### config.mk
export PLATFORM = sky130hd
export DESIGN_NAME = int_ctrl
export DESIGN_NICKNAME = d
export VERILOG_FILES = /design/src/rtl/cpu_defs.sv /design/src/rtl/irq_prio_enc.sv /design/src/rtl/int_ctrl.sv
export SDC_FILE = /design/constraint.sdc
export NUM_CORES = 1
export LEC_CHECK = 0
export CORE_MARGIN = 5
export CORE_UTILIZATION = 30
export CTS_CLUSTER_DIAMETER = 50
export DETAILED_ROUTE_END_ITERATION = 16
export GPL_ROUTABILITY_DRIVEN = 1
export PLACE_DENSITY = 0.68
export SKIP_LAST_GASP = 1
export SYNTH_ARGS = -nofsm -noshare
export SYNTH_HDL_FRONTEND = slang
export SYNTH_HIERARCHICAL = 1
export SYNTH_SLANG_ARGS = --single-unit
export TNS_END_PERCENT = 1
### constraint.sdc
create_clock -name clk -period 2.15 [get_ports clk]
set_input_delay 0.3225 -clock clk [delete_from_list [all_inputs] [get_ports clk]]
set_output_delay 0.3225 -clock clk [all_outputs]
set_load 0.01 [all_outputs]
### src/rtl/cpu_defs.sv
// Shared CPU/interrupt definitions: register offsets, controller FSM encoding, cause layout.
package cpu_defs;

  localparam logic [3:0] INT_PENDING = 4'h0;
  localparam logic [3:0] INT_MASK    = 4'h4;
  localparam logic [3:0] INT_CAUSE   = 4'h8;
  localparam logic [3:0] INT_EOI     = 4'hC;

  localparam int CAUSE_VLD_BIT = 31;

  typedef enum logic [1:0] {
    IDLE    = 2'd0,
    ASSERT  = 2'd1,
    SERVICE = 2'd2
  } int_state_e;

  function automatic logic [31:0] make_cause(input logic [4:0] id);
    logic [31:0] c;
    c = 32'(id);
    c[CAUSE_VLD_BIT] = 1'b1;
    return c;
  endfunction

endpackage

### src/rtl/irq_prio_enc.sv
// Lowest-index-wins priority encoder; purely combinational, no backpressure.
module irq_prio_enc #(
  parameter int N = 8
) (
  input  logic [N-1:0] req_i,
  output logic         vld_o,
  output logic [4:0]   id_o
);

  always_comb begin
    vld_o = 1'b0;
    id_o  = 5'd0;
    // Scan downward so the lowest set index is the last one written.
    for (int i = N - 1; i >= 0; i--) begin
      if (req_i[i]) begin
        vld_o = 1'b1;
        id_o  = 5'(i);
      end
    end
  end

endmodule

### src/rtl/int_ctrl.sv
// Interrupt controller: edge-detect -> pending -> mask/priority -> registered int_signal; 1-cycle bus ready.
// INT_SYNC_EN adds a 2-flop input synchronizer (edge to int_signal 4 cycles instead of 2).
module int_ctrl
  import cpu_defs::*;
#(
  parameter int          NUM_IRQ   = 8,
  parameter logic [31:0] BASE_ADDR = 32'hFFFF_FF00
) (
  input  logic               clk,
  input  logic               reset,
  input  logic [NUM_IRQ-1:0] irq_in,
  input  logic [31:0]        addr_in,
  input  logic [31:0]        wdata,
  input  logic               mem_w,
  input  logic               mem_req,
  output logic [31:0]        rdata,
  output logic               sel,
  output logic               ready,
  output logic               int_signal,
  output logic [31:0]        int_cause,
  input  logic               int_ack
);

  logic [NUM_IRQ-1:0] src, prev_q, rise, pending_q, pending_d, mask_q, mask_d, win_oh;
  int_state_e         state_q, state_d;
  logic [4:0]         win_id_q, win_id_d, svc_id_q, svc_id_d, req_id;
  logic               int_signal_q, int_signal_d, ready_q, req_vld, win_hold, ack_clr;
  logic [31:0]        int_cause_q, int_cause_d, rdata_q, rdata_d;
  logic [3:0]         offset;
  logic               wr, rd, wr_pend, wr_mask, wr_eoi;
  logic               unused_ok;

`ifdef INT_SYNC_EN
  logic [NUM_IRQ-1:0] sync1_q, sync2_q;

  always_ff @(posedge clk) begin
    if (!reset) begin
      sync1_q <= '0;
      sync2_q <= '0;
    end else begin
      sync1_q <= irq_in;
      sync2_q <= sync1_q;
    end
  end

  assign src = sync2_q;
`else
  assign src = irq_in;
`endif

  assign rise = src & ~prev_q;

  assign sel     = (addr_in[31:4] == BASE_ADDR[31:4]) && mem_req;
  assign offset  = {addr_in[3:2], 2'b00};
  assign wr      = sel && mem_w;
  assign rd      = sel && !mem_w;
  assign wr_pend = wr && (offset == INT_PENDING);
  assign wr_mask = wr && (offset == INT_MASK);
  assign wr_eoi  = wr && (offset == INT_EOI);

  assign unused_ok = ^{addr_in[1:0], wdata[31:NUM_IRQ]};

  irq_prio_enc #(.N(NUM_IRQ)) u_prio (
    .req_i (pending_q & mask_q),
    .vld_o (req_vld),
    .id_o  (req_id)
  );

  assign win_oh   = NUM_IRQ'(1) << win_id_q;
  assign win_hold = |(pending_q & mask_q & win_oh);

  always_comb begin
    state_d      = state_q;
    win_id_d     = win_id_q;
    svc_id_d     = svc_id_q;
    int_signal_d = int_signal_q;
    int_cause_d  = int_cause_q;
    ack_clr      = 1'b0;
    case (state_q)
      IDLE: begin
        if (req_vld) begin
          state_d      = ASSERT;
          win_id_d     = req_id;
          int_signal_d = 1'b1;
          int_cause_d  = make_cause(req_id);
        end
      end
      ASSERT: begin
        if (int_ack) begin
          ack_clr      = 1'b1;
          svc_id_d     = win_id_q;
          int_signal_d = 1'b0;
          int_cause_d  = '0;
          state_d      = SERVICE;
        end else if (!win_hold) begin
          // Request withdrawn by software before the core took it.
          int_signal_d = 1'b0;
          int_cause_d  = '0;
          state_d      = IDLE;
        end
      end
      SERVICE: begin
        if (wr_eoi) begin
          svc_id_d = 5'd0;
          state_d  = IDLE;
        end
      end
      default: begin
        state_d      = IDLE;
        int_signal_d = 1'b0;
        int_cause_d  = '0;
      end
    endcase
  end

  // New edges are OR-ed in last so a same-cycle set beats W1C and ack clears.
  always_comb begin
    pending_d = pending_q;
    if (wr_pend) pending_d = pending_d & ~wdata[NUM_IRQ-1:0];
    if (ack_clr) pending_d = pending_d & ~win_oh;
    pending_d = pending_d | rise;
    mask_d    = wr_mask ? wdata[NUM_IRQ-1:0] : mask_q;
  end

  always_comb begin
    rdata_d = '0;
    if (rd) begin
      case (offset)
        INT_PENDING: rdata_d = 32'(pending_q);
        INT_MASK:    rdata_d = 32'(mask_q);
        INT_CAUSE:   rdata_d = {state_q == SERVICE, 26'b0, svc_id_q};
        default:     rdata_d = '0;
      endcase
    end
  end

  always_ff @(posedge clk) begin
    if (!reset) begin
      prev_q       <= '0;
      pending_q    <= '0;
      mask_q       <= '0;
      state_q      <= IDLE;
      win_id_q     <= '0;
      svc_id_q     <= '0;
      int_signal_q <= 1'b0;
      int_cause_q  <= '0;
      rdata_q      <= '0;
      ready_q      <= 1'b0;
    end else begin
      prev_q       <= src;
      pending_q    <= pending_d;
      mask_q       <= mask_d;
      state_q      <= state_d;
      win_id_q     <= win_id_d;
      svc_id_q     <= svc_id_d;
      int_signal_q <= int_signal_d;
      int_cause_q  <= int_cause_d;
      rdata_q      <= rdata_d;
      ready_q      <= sel;
    end
  end

  assign rdata      = rdata_q;
  assign ready      = ready_q;
  assign int_signal = int_signal_q;
  assign int_cause  = int_cause_q;

endmodule

==> summary.md <==
| Metric | Value |
|---|---|
| Status | completed |
| Sequential area share after synthesis | 0.389 |
| Hold-fix buffers, CTS | 0 |
| CP Data Required Time | 2.36 ns |
| DP HPWL | 5170 um |
| Inserted Clock Buffers | 5 |
| Congestion Overflow GR | 0 |
| Later-pin clock latency in the skew report | 0.31 ns |
| WS Path Type | in -> reg |
| Syn Area/Cell | 8.47 um^2 |
| Initial antenna violation count | 0 |
| Worst clock skew | 0.0117 ns |
| Fin. max-slew vios | 0 |
| Total track usage | 0.115 |
| M1 wire length | 2700 um |
| Layout cell share with drive strength beyond 1 | 0.0941 |
| Crit share post-route | 0.999 |
| Slowest CP cell | or4_4 |
| Asr flop ratio synth | 0 |
| Fill count | 877 |
| Port Buf Inserts | 68 |
| Cells after DPL | 493 |
| Area delta synth->final | 29.0% |
| Synth warnings | 6 |
| Worst Path Buf+Inv | 2 |
| Global-route wire length before repair | 10,400 um |
| Via density per instance | 4.38 |
| Final total power | 0.00178 W |
| Clock Root Buffer | clkbuf_8 |
| DRT Wirelength | 6440 um |
| Most frequent cells in the layout | 67 x clkdlybuf4s50_1, 52 x dfxtp_1, 51 x conb_1, 35 x nor2_1 |
| Crit. End Element | flop |
| Core area | 0.00872 mm^2 |
| Pwr/cell area | 516 mW/mm^2 |
| Arrival time worst endpoint | 2.36 ns |
| I/O pin total | 144 |
| Clock sink count | 52 |
| Multi-input gate area | 0.00130 mm^2 |
| Register area | 0.00104 mm^2 |
| Fin crit period | 2.15 ns |
| Initial Utilization | 0.307 |
| Setup Buffers After CTS | 0 |
| Largest net degree at the start of global routing | 31 |
| DRC Markers | 0 |
| Critical Path Max Stage Delay | 0.55 ns |
| Setup WS post-layout | 0.00125 ns |
| Crit path cell chain | clkdlybuf4s50_1 -> or4_4 -> nor4_4 -> nand2_2 -> buf_4 -> o311a_1 -> a22o_1 |
| Clock Tree Buf Depth | 2 |
| Post-synth EDFFs | 0 |
| CTS tree | done |
| Vias in the first global route | 2,108 |
| Mapped Area | 0.00268 mm^2 |
| Met2 Wirelength | 3040 um |
| Static leakage | 1.53 nW |
| Max-cap violations | 0 |
| Hold WC Path Type | reg -> reg |
| Fin. Hold Viols | 0 |
| Final ANT Viol Nets | 0 |
| Post-Syn Instances | 316 |
| Fin cells | 501 |
| Clock transition at path regs | 0.10 ns |
| Unrepaired setup endpoints after global routing | yes |
| Final cell utilization of the core | 0.396 |
| CP max FO | 5 |
| Synth unique cells | 46 |
| # H-tree levels | 2 |
| Highest routed layer | met4 |
| DIE WIDTH | 104 um |
| Die Area | 0.0109 mm^2 |
| Std cell rows | 34 |
| Iteration-0 DRC count of the detailed router | 117 |
| Nets | 469 |
| Drt pass-1 iters | 4 |
| Top FF cell, synth | dfxtp_1 |
| Metal3 WL | 617 um |
| Commonest non-fill, non-tap cell in the layout | clkdlybuf4s50_1 |
| Yosys reg bits | 52 |
| Final setup viols | 0 |
| Fmax | 465 MHz |
| Startpoint types | primary input |
| Peak supply drop | 272 uV |
| Diodes inserted | 0 |
| Placer Congestion | 0.886 |
| Die Ht | 104 um |
| DR vias | 2,196 |
| Per-cell routed wire length | 12.9 um |
| Pre-CTS WS | -0.447 ns |
| Setup TNS | 0 ns |
| CP top delay family | simple AND/OR/NAND/NOR gates |
sequential cells by signal, indices dropped and copies added, names as in the netlist:
name        count
rdata           9
prev_q          8
pending_q       8
int_cause       5
state_q         2
int_signal      1
win_id_q        5
ready           1
mask_q          8
svc_id_q        5
cells in the mapped netlist (2+ instances only):
cell | number | share of area
buf_1 | 2 | 0.0028
o2111ai_1 | 2 | 0.0065
inv_1 | 23 | 0.032
or3b_2 | 2 | 0.0065
o211ai_1 | 6 | 0.017
nand4_1 | 6 | 0.014
dfxtp_1 | 52 | 0.39
nor3_2 | 3 | 0.011
o22ai_1 | 7 | 0.016
nand3_1 | 8 | 0.015
nor2_1 | 35 | 0.049
o21ai_0 | 11 | 0.021
nand2_1 | 23 | 0.032
mux2i_1 | 21 | 0.079
or3_1 | 3 | 0.0070
nor3b_1 | 2 | 0.0056
nor2b_1 | 4 | 0.0093
o21bai_1 | 2 | 0.0056
clkbuf_1 | 8 | 0.011
nand2b_1 | 2 | 0.0047
conb_1 | 2 | 0.0028
a22o_1 | 5 | 0.016
nor4_1 | 2 | 0.0047
a21o_1 | 2 | 0.0056
buf_4 | 52 | 0.15
nand3b_1 | 2 | 0.0056
a21oi_1 | 8 | 0.015
and2_1 | 3 | 0.0070
worst register-to-register path, cell delays in order, from the launching register on:
cell and delay (ns):
dfxtp_1 0.33, and2_1 0.20, nor4_1 0.39, nand2_1 0.11, nor3b_1 0.17, a21o_1 0.16
a31o_2 0.25, o21ai_0 0.18
worst paths after layout:
check	start	end	slack [ns]	cells after the start
setup reg to reg	pending_q[5]	int_cause[1]	0.29	7
setup / recovery	addr_in[5]	svc_id_q[1]	0.001	7
hold reg to reg	prev_q[0]	pending_q[0]	0.42	1
hold / removal	prev_q[0]	pending_q[0]	0.42	1
metal layers:
metal | track usage | vias up
met3 | 0.0286 | 10
li1 | - | 1120
met1 | 0.149 | 976
met2 | 0.188 | 90
met5 | 0 | -
met4 | 0.0333 | 0
cells by family after synthesis:
group | after synthesis | share of synthesized area
simple gates | 103 | 0.206
buf+inv | 87 | 0.195
flops | 52 | 0.389
compound gates | 50 | 0.125
mux | 22 | 0.0827
other cells | 2 | 0.00280
through the flow:
step | instance area, um^2 | hold slack (ns)
finish | 3450 | 0.420
global route | 3450 | 0.450
CTS | 3450 | 0.423
detailed placement | 3370 | 0.408
global placement | 3370 | 0.400
floorplan | 2860 | 0.399
report_power, final:
group / internal (W) / total [W] / switching, W
clock: 0.000232 / 0.000567 / 0.000336
combinational: 0.000109 / 0.000217 / 0.000108
sequential: 0.000985 / 0.000998 / 0.0000126
area by class of cell:
class,count,area share
Multi-Input combinational cell,226,0.376
Sequential cell,52,0.301
Timing Repair Buffer,83,0.232
Tap cell,108,0.0391
Inverter,24,0.0261
Clock buffer,5,0.0199
Clock inverter,3,0.00616
timing repair:
item | in CTS | in global routing
pin swaps | 2 | 0
setup endpoints to repair | 15 | 13
resized for setup | 4 | 0
(Power assumes the default switching activity.)
